## src/rtl/pipe_pkg.sv

```systemverilog
// Shared definitions for the inter-stage pipeline registers.
//   - state_e      : occupancy-encoded state of a skid-buffered stage register
//   - EXMEM_*_W    : default control/data widths for the EX/MEM boundary
//   - EXMEM_*_LSB  : bit offsets used when packing the EX/MEM data field
package pipe_pkg;

  // The encoding doubles as the held-entry count, so it is exported
  // unchanged as occupancy.
  typedef enum logic [1:0] {
    ST_EMPTY = 2'd0,
    ST_ONE   = 2'd1,
    ST_TWO   = 2'd2
  } state_e;

  localparam int EXMEM_CTRL_W = 6;
  localparam int EXMEM_DATA_W = 134;

  // EX/MEM data layout, LSB first:
  //   pc_add4[31:0] | zero | rd_index[4:0] | rt_data[31:0] | alu_result[31:0] | instr[31:0]
  localparam int EXMEM_PC_ADD4_LSB = 0;
  localparam int EXMEM_ZERO_BIT    = 32;
  localparam int EXMEM_RD_IDX_LSB  = 33;
  localparam int EXMEM_RT_DATA_LSB = 38;
  localparam int EXMEM_ALU_RES_LSB = 70;
  localparam int EXMEM_INSTR_LSB   = 102;

endpackage

```

## src/rtl/pipe_stage_skid_reg.sv

```systemverilog
// Pipeline stage register with a 2-entry skid buffer.
//
// Handshake: an entry moves across a port on every rising edge where both
// valid and ready are high (accept = in_valid_i & in_ready_o upstream,
// pop = out_valid_o & out_ready_i downstream). valid never depends on ready,
// and in_ready_o is decoded from the state register only, so there is no
// combinational path from out_ready_i to in_ready_o.
//
// Ports:
//   clk_i        clock, rising edge
//   rst_i        synchronous active-low reset (overrides everything)
//   flush_i      synchronous flush, drops all held entries and any accept
//   in_valid_i   upstream entry valid
//   in_ready_o   stage can take an entry (state != TWO)
//   in_ctrl_i    upstream control field
//   in_data_i    upstream data field
//   out_valid_o  main entry valid (state != EMPTY)
//   out_ready_i  downstream takes the main entry
//   out_ctrl_o   main control field, zero whenever empty
//   out_data_o   main data field
//   occupancy_o  held entries (0..2), equal to the state encoding
module pipe_stage_skid_reg
  import pipe_pkg::*;
#(
  parameter int CTRL_W              = EXMEM_CTRL_W,
  parameter int DATA_W              = EXMEM_DATA_W,
  parameter bit CLEAR_DATA_ON_FLUSH = 1'b1
) (
  input  logic              clk_i,
  input  logic              rst_i,
  input  logic              flush_i,
  input  logic              in_valid_i,
  output logic              in_ready_o,
  input  logic [CTRL_W-1:0] in_ctrl_i,
  input  logic [DATA_W-1:0] in_data_i,
  output logic              out_valid_o,
  input  logic              out_ready_i,
  output logic [CTRL_W-1:0] out_ctrl_o,
  output logic [DATA_W-1:0] out_data_o,
  output logic [1:0]        occupancy_o
);

  state_e            r_state;
  logic [CTRL_W-1:0] r_main_ctrl;
  logic [DATA_W-1:0] r_main_data;
  logic [CTRL_W-1:0] r_skid_ctrl;
  logic [DATA_W-1:0] r_skid_data;

  state_e            w_state_nxt;
  logic [CTRL_W-1:0] w_main_ctrl_nxt;
  logic [DATA_W-1:0] w_main_data_nxt;
  logic [CTRL_W-1:0] w_skid_ctrl_nxt;
  logic [DATA_W-1:0] w_skid_data_nxt;
  logic              w_accept;
  logic              w_pop;

  assign out_valid_o = (r_state != ST_EMPTY);
  assign in_ready_o  = (r_state != ST_TWO);
  assign occupancy_o = r_state;
  assign out_ctrl_o  = r_main_ctrl;
  assign out_data_o  = r_main_data;

  assign w_accept = in_valid_i & in_ready_o;
  assign w_pop    = out_valid_o & out_ready_i;

  always_comb begin
    w_state_nxt     = r_state;
    w_main_ctrl_nxt = r_main_ctrl;
    w_main_data_nxt = r_main_data;
    w_skid_ctrl_nxt = r_skid_ctrl;
    w_skid_data_nxt = r_skid_data;

    if (flush_i) begin
      // Bubble insertion: any accept this cycle is dropped. A pop this cycle
      // has already been taken by downstream, the rest is discarded.
      w_state_nxt     = ST_EMPTY;
      w_main_ctrl_nxt = '0;
      w_skid_ctrl_nxt = '0;
      if (CLEAR_DATA_ON_FLUSH) begin
        w_main_data_nxt = '0;
        w_skid_data_nxt = '0;
      end
    end else begin
      unique case (r_state)
        ST_EMPTY: begin
          if (w_accept) begin
            w_state_nxt     = ST_ONE;
            w_main_ctrl_nxt = in_ctrl_i;
            w_main_data_nxt = in_data_i;
          end
        end
        ST_ONE: begin
          if (w_accept && w_pop) begin
            w_main_ctrl_nxt = in_ctrl_i;
            w_main_data_nxt = in_data_i;
          end else if (w_accept) begin
            w_state_nxt     = ST_TWO;
            w_skid_ctrl_nxt = in_ctrl_i;
            w_skid_data_nxt = in_data_i;
          end else if (w_pop) begin
            // Going empty: clear ctrl so no enables leak downstream as a
            // bubble; data is left as-is.
            w_state_nxt     = ST_EMPTY;
            w_main_ctrl_nxt = '0;
          end
        end
        ST_TWO: begin
          // in_ready_o is low here, so only a pop can happen.
          if (w_pop) begin
            w_state_nxt     = ST_ONE;
            w_main_ctrl_nxt = r_skid_ctrl;
            w_main_data_nxt = r_skid_data;
            w_skid_ctrl_nxt = '0;
          end
        end
        default: begin
          w_state_nxt     = ST_EMPTY;
          w_main_ctrl_nxt = '0;
          w_skid_ctrl_nxt = '0;
        end
      endcase
    end
  end

  always_ff @(posedge clk_i) begin
    if (!rst_i) begin
      r_state     <= ST_EMPTY;
      r_main_ctrl <= '0;
      r_main_data <= '0;
      r_skid_ctrl <= '0;
      r_skid_data <= '0;
    end else begin
      r_state     <= w_state_nxt;
      r_main_ctrl <= w_main_ctrl_nxt;
      r_main_data <= w_main_data_nxt;
      r_skid_ctrl <= w_skid_ctrl_nxt;
      r_skid_data <= w_skid_data_nxt;
    end
  end

endmodule

```

## config.mk

```make
export PLATFORM = sky130hd
export DESIGN_NAME = pipe_stage_skid_reg
export DESIGN_NICKNAME = d
export VERILOG_FILES = /design/src/rtl/pipe_pkg.sv /design/src/rtl/pipe_stage_skid_reg.sv
export SDC_FILE = /design/constraint.sdc
export NUM_CORES = 1
export LEC_CHECK = 0
export BUFFER_PORTS_ARGS = -buffer_cell sky130_fd_sc_hd__clkbuf_2
export CAP_MARGIN = 20
export CELL_PAD_IN_SITES_DETAIL_PLACEMENT = 1
export CELL_PAD_IN_SITES_GLOBAL_PLACEMENT = 2
export CORE_UTILIZATION = 35
export CTS_BUF_LIST = sky130_fd_sc_hd__clkbuf_8
export CTS_CLUSTER_DIAMETER = 30
export CTS_CLUSTER_SIZE = 30
export DETAILED_ROUTE_END_ITERATION = 10
export PLACE_DENSITY_LB_ADDON = 0.1
export SYNTH_ARGS = -nofsm -noshare
export SYNTH_HDL_FRONTEND = slang
export SYNTH_SLANG_ARGS = --single-unit
```

## constraint.sdc

```tcl
create_clock -name clk_i -period 4.9 [get_ports clk_i]
set_input_delay 1.47 -clock clk_i [delete_from_list [all_inputs] [get_ports clk_i]]
set_output_delay 1.47 -clock clk_i [all_outputs]
set_load 0.01 [all_outputs]
```

# Word level (Yosys, flattened, before mapping)
# Index checks and enable logic that the tools add are counted.
word_totals:
  regBits: 282
  in_bits: 145
  out_inout_bits: 144
  elab_cells: 49
classes:
  n_eq_ne: 11
  mux: 18
  n_bitwise: 5
  reduce_logical: 10
op_table:
  columns: ["cell", "count"]
  rows:
  - ["$mux 134", 3]
  - ["$pmux 134 s3", 1]
  - ["$mux 6", 6]
  - ["$pmux 6 s3", 2]
  - ["$reduce_and 4->1", 4]
  - ["$ne 2x2->1 const B", 6]
  - ["$mux 2", 5]
  - ["$ne 3x3->1 const B", 3]
  - ["$pmux 2 s3", 1]
  - ["$not 1->1", 3]
  - ["$reduce_and 3->1", 1]
  - ["$reduce_bool 3->1", 1]
  - ["$and 1x1->1", 2]
  - ["$eq 2x1->1 const B", 1]
  - ["$eq 2x2->1 const B", 1]
  - ["$logic_not 2->1", 1]
  - ["$reduce_bool 2->1", 1]
  - ["$reduce_or 2->1", 1]
  - ["$logic_and 1x1->1", 1]

# Depth between registers and ports, before layout
logic_depth:
  depth_word: 6
  ltp_mapped: 9
  ltp_nobuf: 4

# Worst setup path after synthesis
# No wires, ideal clock.
synth_timing:
  kind: "reg-to-output"
  start: "register r_state[0], in the netlist occupancy_o[0]"
  end: "output port in_ready_o"
  t_arrival_ns: 1.165
  t_required_ns: 3.430
  path_slack_ns: 2.265
  stages_incl_launch_ff: 6
  path_cell_list: "dfxtp_1 buf_2 nand2b_1 buf_4 buf_6 buf_2"
synth_via:
  elab_chain_cells: 1
synth_lines:
  columns: ["element", "line_no", "source"]
  rows:
  - ["start: declaration", "pipe_stage_skid_reg.sv:43", "state_e r_state;"]
  - ["start signal: assignment", "pipe_stage_skid_reg.sv:133", "r_state <= w_state_nxt;"]
  - ["$ne 2x2->1", "pipe_stage_skid_reg.sv:58", "assign in_ready_o = (r_state != ST_TWO);"]
  - ["end: declaration", "pipe_stage_skid_reg.sv:33", "output logic in_ready_o,"]
# Every way passes these cells.

# Worst setup path after layout
layout_timing:
  start: "register r_state[1], in the netlist occupancy_o[1]"
  end: "output port out_valid_o"
layout_via:
  elab_chain_cells: 1
layout_lines:
  columns: ["element", "line_no", "source"]
  rows:
  - ["$reduce_bool 2->1", "pipe_stage_skid_reg.sv:57", "assign out_valid_o = (r_state != ST_EMPTY);"]
  - ["end: declaration", "pipe_stage_skid_reg.sv:36", "output logic out_valid_o,"]
# Every way passes these cells.

==> impl_metrics.ini <==
[clock_tree]
htree_levels = 3
ctsResizeCount = 0
postCtsSetupBuffers = 0
clock_path_buffers = 3
cts_buffers = 78
clk_latency_ns = 0.59
path_clk_slew_ns = 0.04
cts-root-buf = clkbuf_8
cts_hold_buf = 0
cts.sinks = 282
cts_tree = yes

[logic_synthesis]
ys_top_cells_by_area = dfxtp_1 (50%), mux2i_1 (12%), nand2_1 (9.2%)
yosysUniqueCellTypes = 26
synthFlopType = dfxtp_1
synth_edf_count = 0
yosysSeqAreaShare_pct = 50.12
synth_top_area_cell = dfxtp_1
post-synth-top-count-cell = dfxtp_1
async_reset_ff_share_pct = 0
synth.avg_cell_area_um2 = 9.019
synthTopCellsByCount = dfxtp_1 (282), nand2_1 (275), nor2_1 (141), a21oi_1 (140), mux2i_1 (135)
synth_top_area_share_pct = 50.12
synth_fp_nets = 1394
ys_seq_elements = 282
synth_cells = 1249
synth.cell_area_mm2 = 0.01126
yosys_warnings = 0

[status]
status = finished, final reports clean

[cells_and_area]
drive_gt1_share_pct = 30.16
fin_area_mm2 = 0.01456
syn_to_final_growth_pct = 29.29
nets = 1665

[die]
dieWidth_um = 181.4
boundaryPins = 289
chipHeight_um = 181.4
initial_core_util_pct = 35.61
core_mm2 = 0.03164
placementRows = 65
dieArea_mm2 = 0.03291

[placed_design]
dpl_cell_area_mm2 = 0.01288
place_ws_ns = 1.459
routabilityCongestion = 0.7234
port_buffers = 288
dp_hpwl_um = 19780

[sta]
hold_viol = 0
worst_pin_slew_ns = 1.072
rsz0062_at_grt = no
fmax_mhz = 337.6
hold_slack_ns = 0.4501
relSlewSlack_pct = 28.52
fin_setup_tns_ns = 0
period_share_pct = 60.46
slew_violations = 0
period_needed_ns = 2.962
fin_ws_ns = 1.938
setup_viol = 0
skew_ns = 0.03442

[routing]
vias = 9773
avgRoutedWirePerCell_um = 16.41
drt-initial-drc-count = 320
wl_um = 32530
dr.pass1.iters = 4
drc = 0
via_per_inst = 4.931
ant_nets = 0

[worst_setup_path]
cp-start-kind = register
crit_fanout = 12
crit_path_end_kind = primary output
arrival_ns = 1.49
worstSetupPathType = register to primary output
worstPathRequired_ns = 3.43

[run]
maxCapViolations = 0

[power_and_ir_drop]
switching_share_pct = 25.10
power_frac_comb_pct = 7.5
pwr-share-clk_pct = 53.3
p_switching_mw = 1.531
internal-power_mw = 4.570
irDropWorstVdd_uv = 190.6
seqPwrFrac_pct = 39.3
p_leak_nw = 6.706
p_per_area_mw_per_mm2 = 419.0

[grt]
grt_max_degree = 179
grt_pass1_wl_um = 51760
antenna_found_initial = 4
grt_pass1_vias = 9865
overflow = 0
grt.total_usage_pct = 19.52

[min_path]
min_path_type = register to register
final timing paths:
kind                                      start                to  slack, ns  cells after the start
worst min-delay path            r_skid_data[31]   r_skid_data[31]       0.45                      2
worst max-delay path             occupancy_o[1]       out_valid_o       1.94                      2
worst min register to register  r_skid_data[31]   r_skid_data[31]       0.45                      2
worst max register to register   occupancy_o[0]  r_skid_data[101]       2.25                      5
through the flow:
stage / cells / utilization [%] / power (mW)
after floorplan: 1249 / - / 2.704
after global routing: 1981 / 46.03 / 6.401
final: 1982 / 46.04 / 6.102
after detailed placement: 1842 / 40.72 / 2.905
after global placement: 1842 / 40.72 / 2.897
after CTS: 1980 / 46.02 / 6.205
state kept, by name, indices dropped and copies added, names as in the netlist:
signal / cells
occupancy_o: 2
out_ctrl_o: 6
out_data_o: 134
r_skid_ctrl: 6
r_skid_data: 134
routing by layer:
layer  vias to the layer above  share of wire [%]  track usage [%]
met5                         -               0.12                0
met4                         6                1.7            7.051
met3                        57                6.7            6.298
met2                       252                 46            31.09
met1                      4591                 46            24.65
li1                       4867                  -                -
power by group through the flow:
stage,logic [mW],registers (mW),clock network (mW)
CTS,0.464,2.40,3.34
global placement,0.456,2.44,0
finish,0.455,2.40,3.25
floorplan,0.245,2.46,0
global route,0.505,2.40,3.50
detailed placement,0.463,2.44,0
cell families after synthesis:
group                  Yosys count  synth area share (%)
AND/OR/NAND/NOR                431                 14.65
multiplexers                   135                 12.00
buffers and inverters          108                 4.621
flip-flops                     282                 50.12
AO/OA/AOI/OAI                  293                 18.62
layout by cell type (no fill, tap or decap), types with 7 or more instances in the layout:
cell,netlist,layout
nor2_1,141,141
dfxtp_1,282,282
a211oi_2,46,46
clkinv_2,0,14
a21oi_1,140,140
a211oi_1,88,88
clkbuf_2,0,288
nand2_1,275,274
mux2i_1,135,135
clkbuf_8,0,96
inv_1,0,13
buf_12,0,7
worst max-delay path: stages (launching register included):
cell and delay, ns:
dfxtp_1 0.43, or2_2 0.34, clkbuf_2 0.16
layout make-up:
| type | count | area, µm² |
|---|---|---|
| diodes | 2 | 5.005 |
| clock buffers | 96 | 1321 |
| clock inverters | 42 | 354.1 |
| fillers | 3738 | 17070 |
| multi-input cells | 859 | 5124 |
| flip-flops and latches | 282 | 5645 |
| well taps | 402 | 503.0 |
| repair buffers | 299 | 1612 |
No activity file was read; power rests on OpenSTA's default activity.
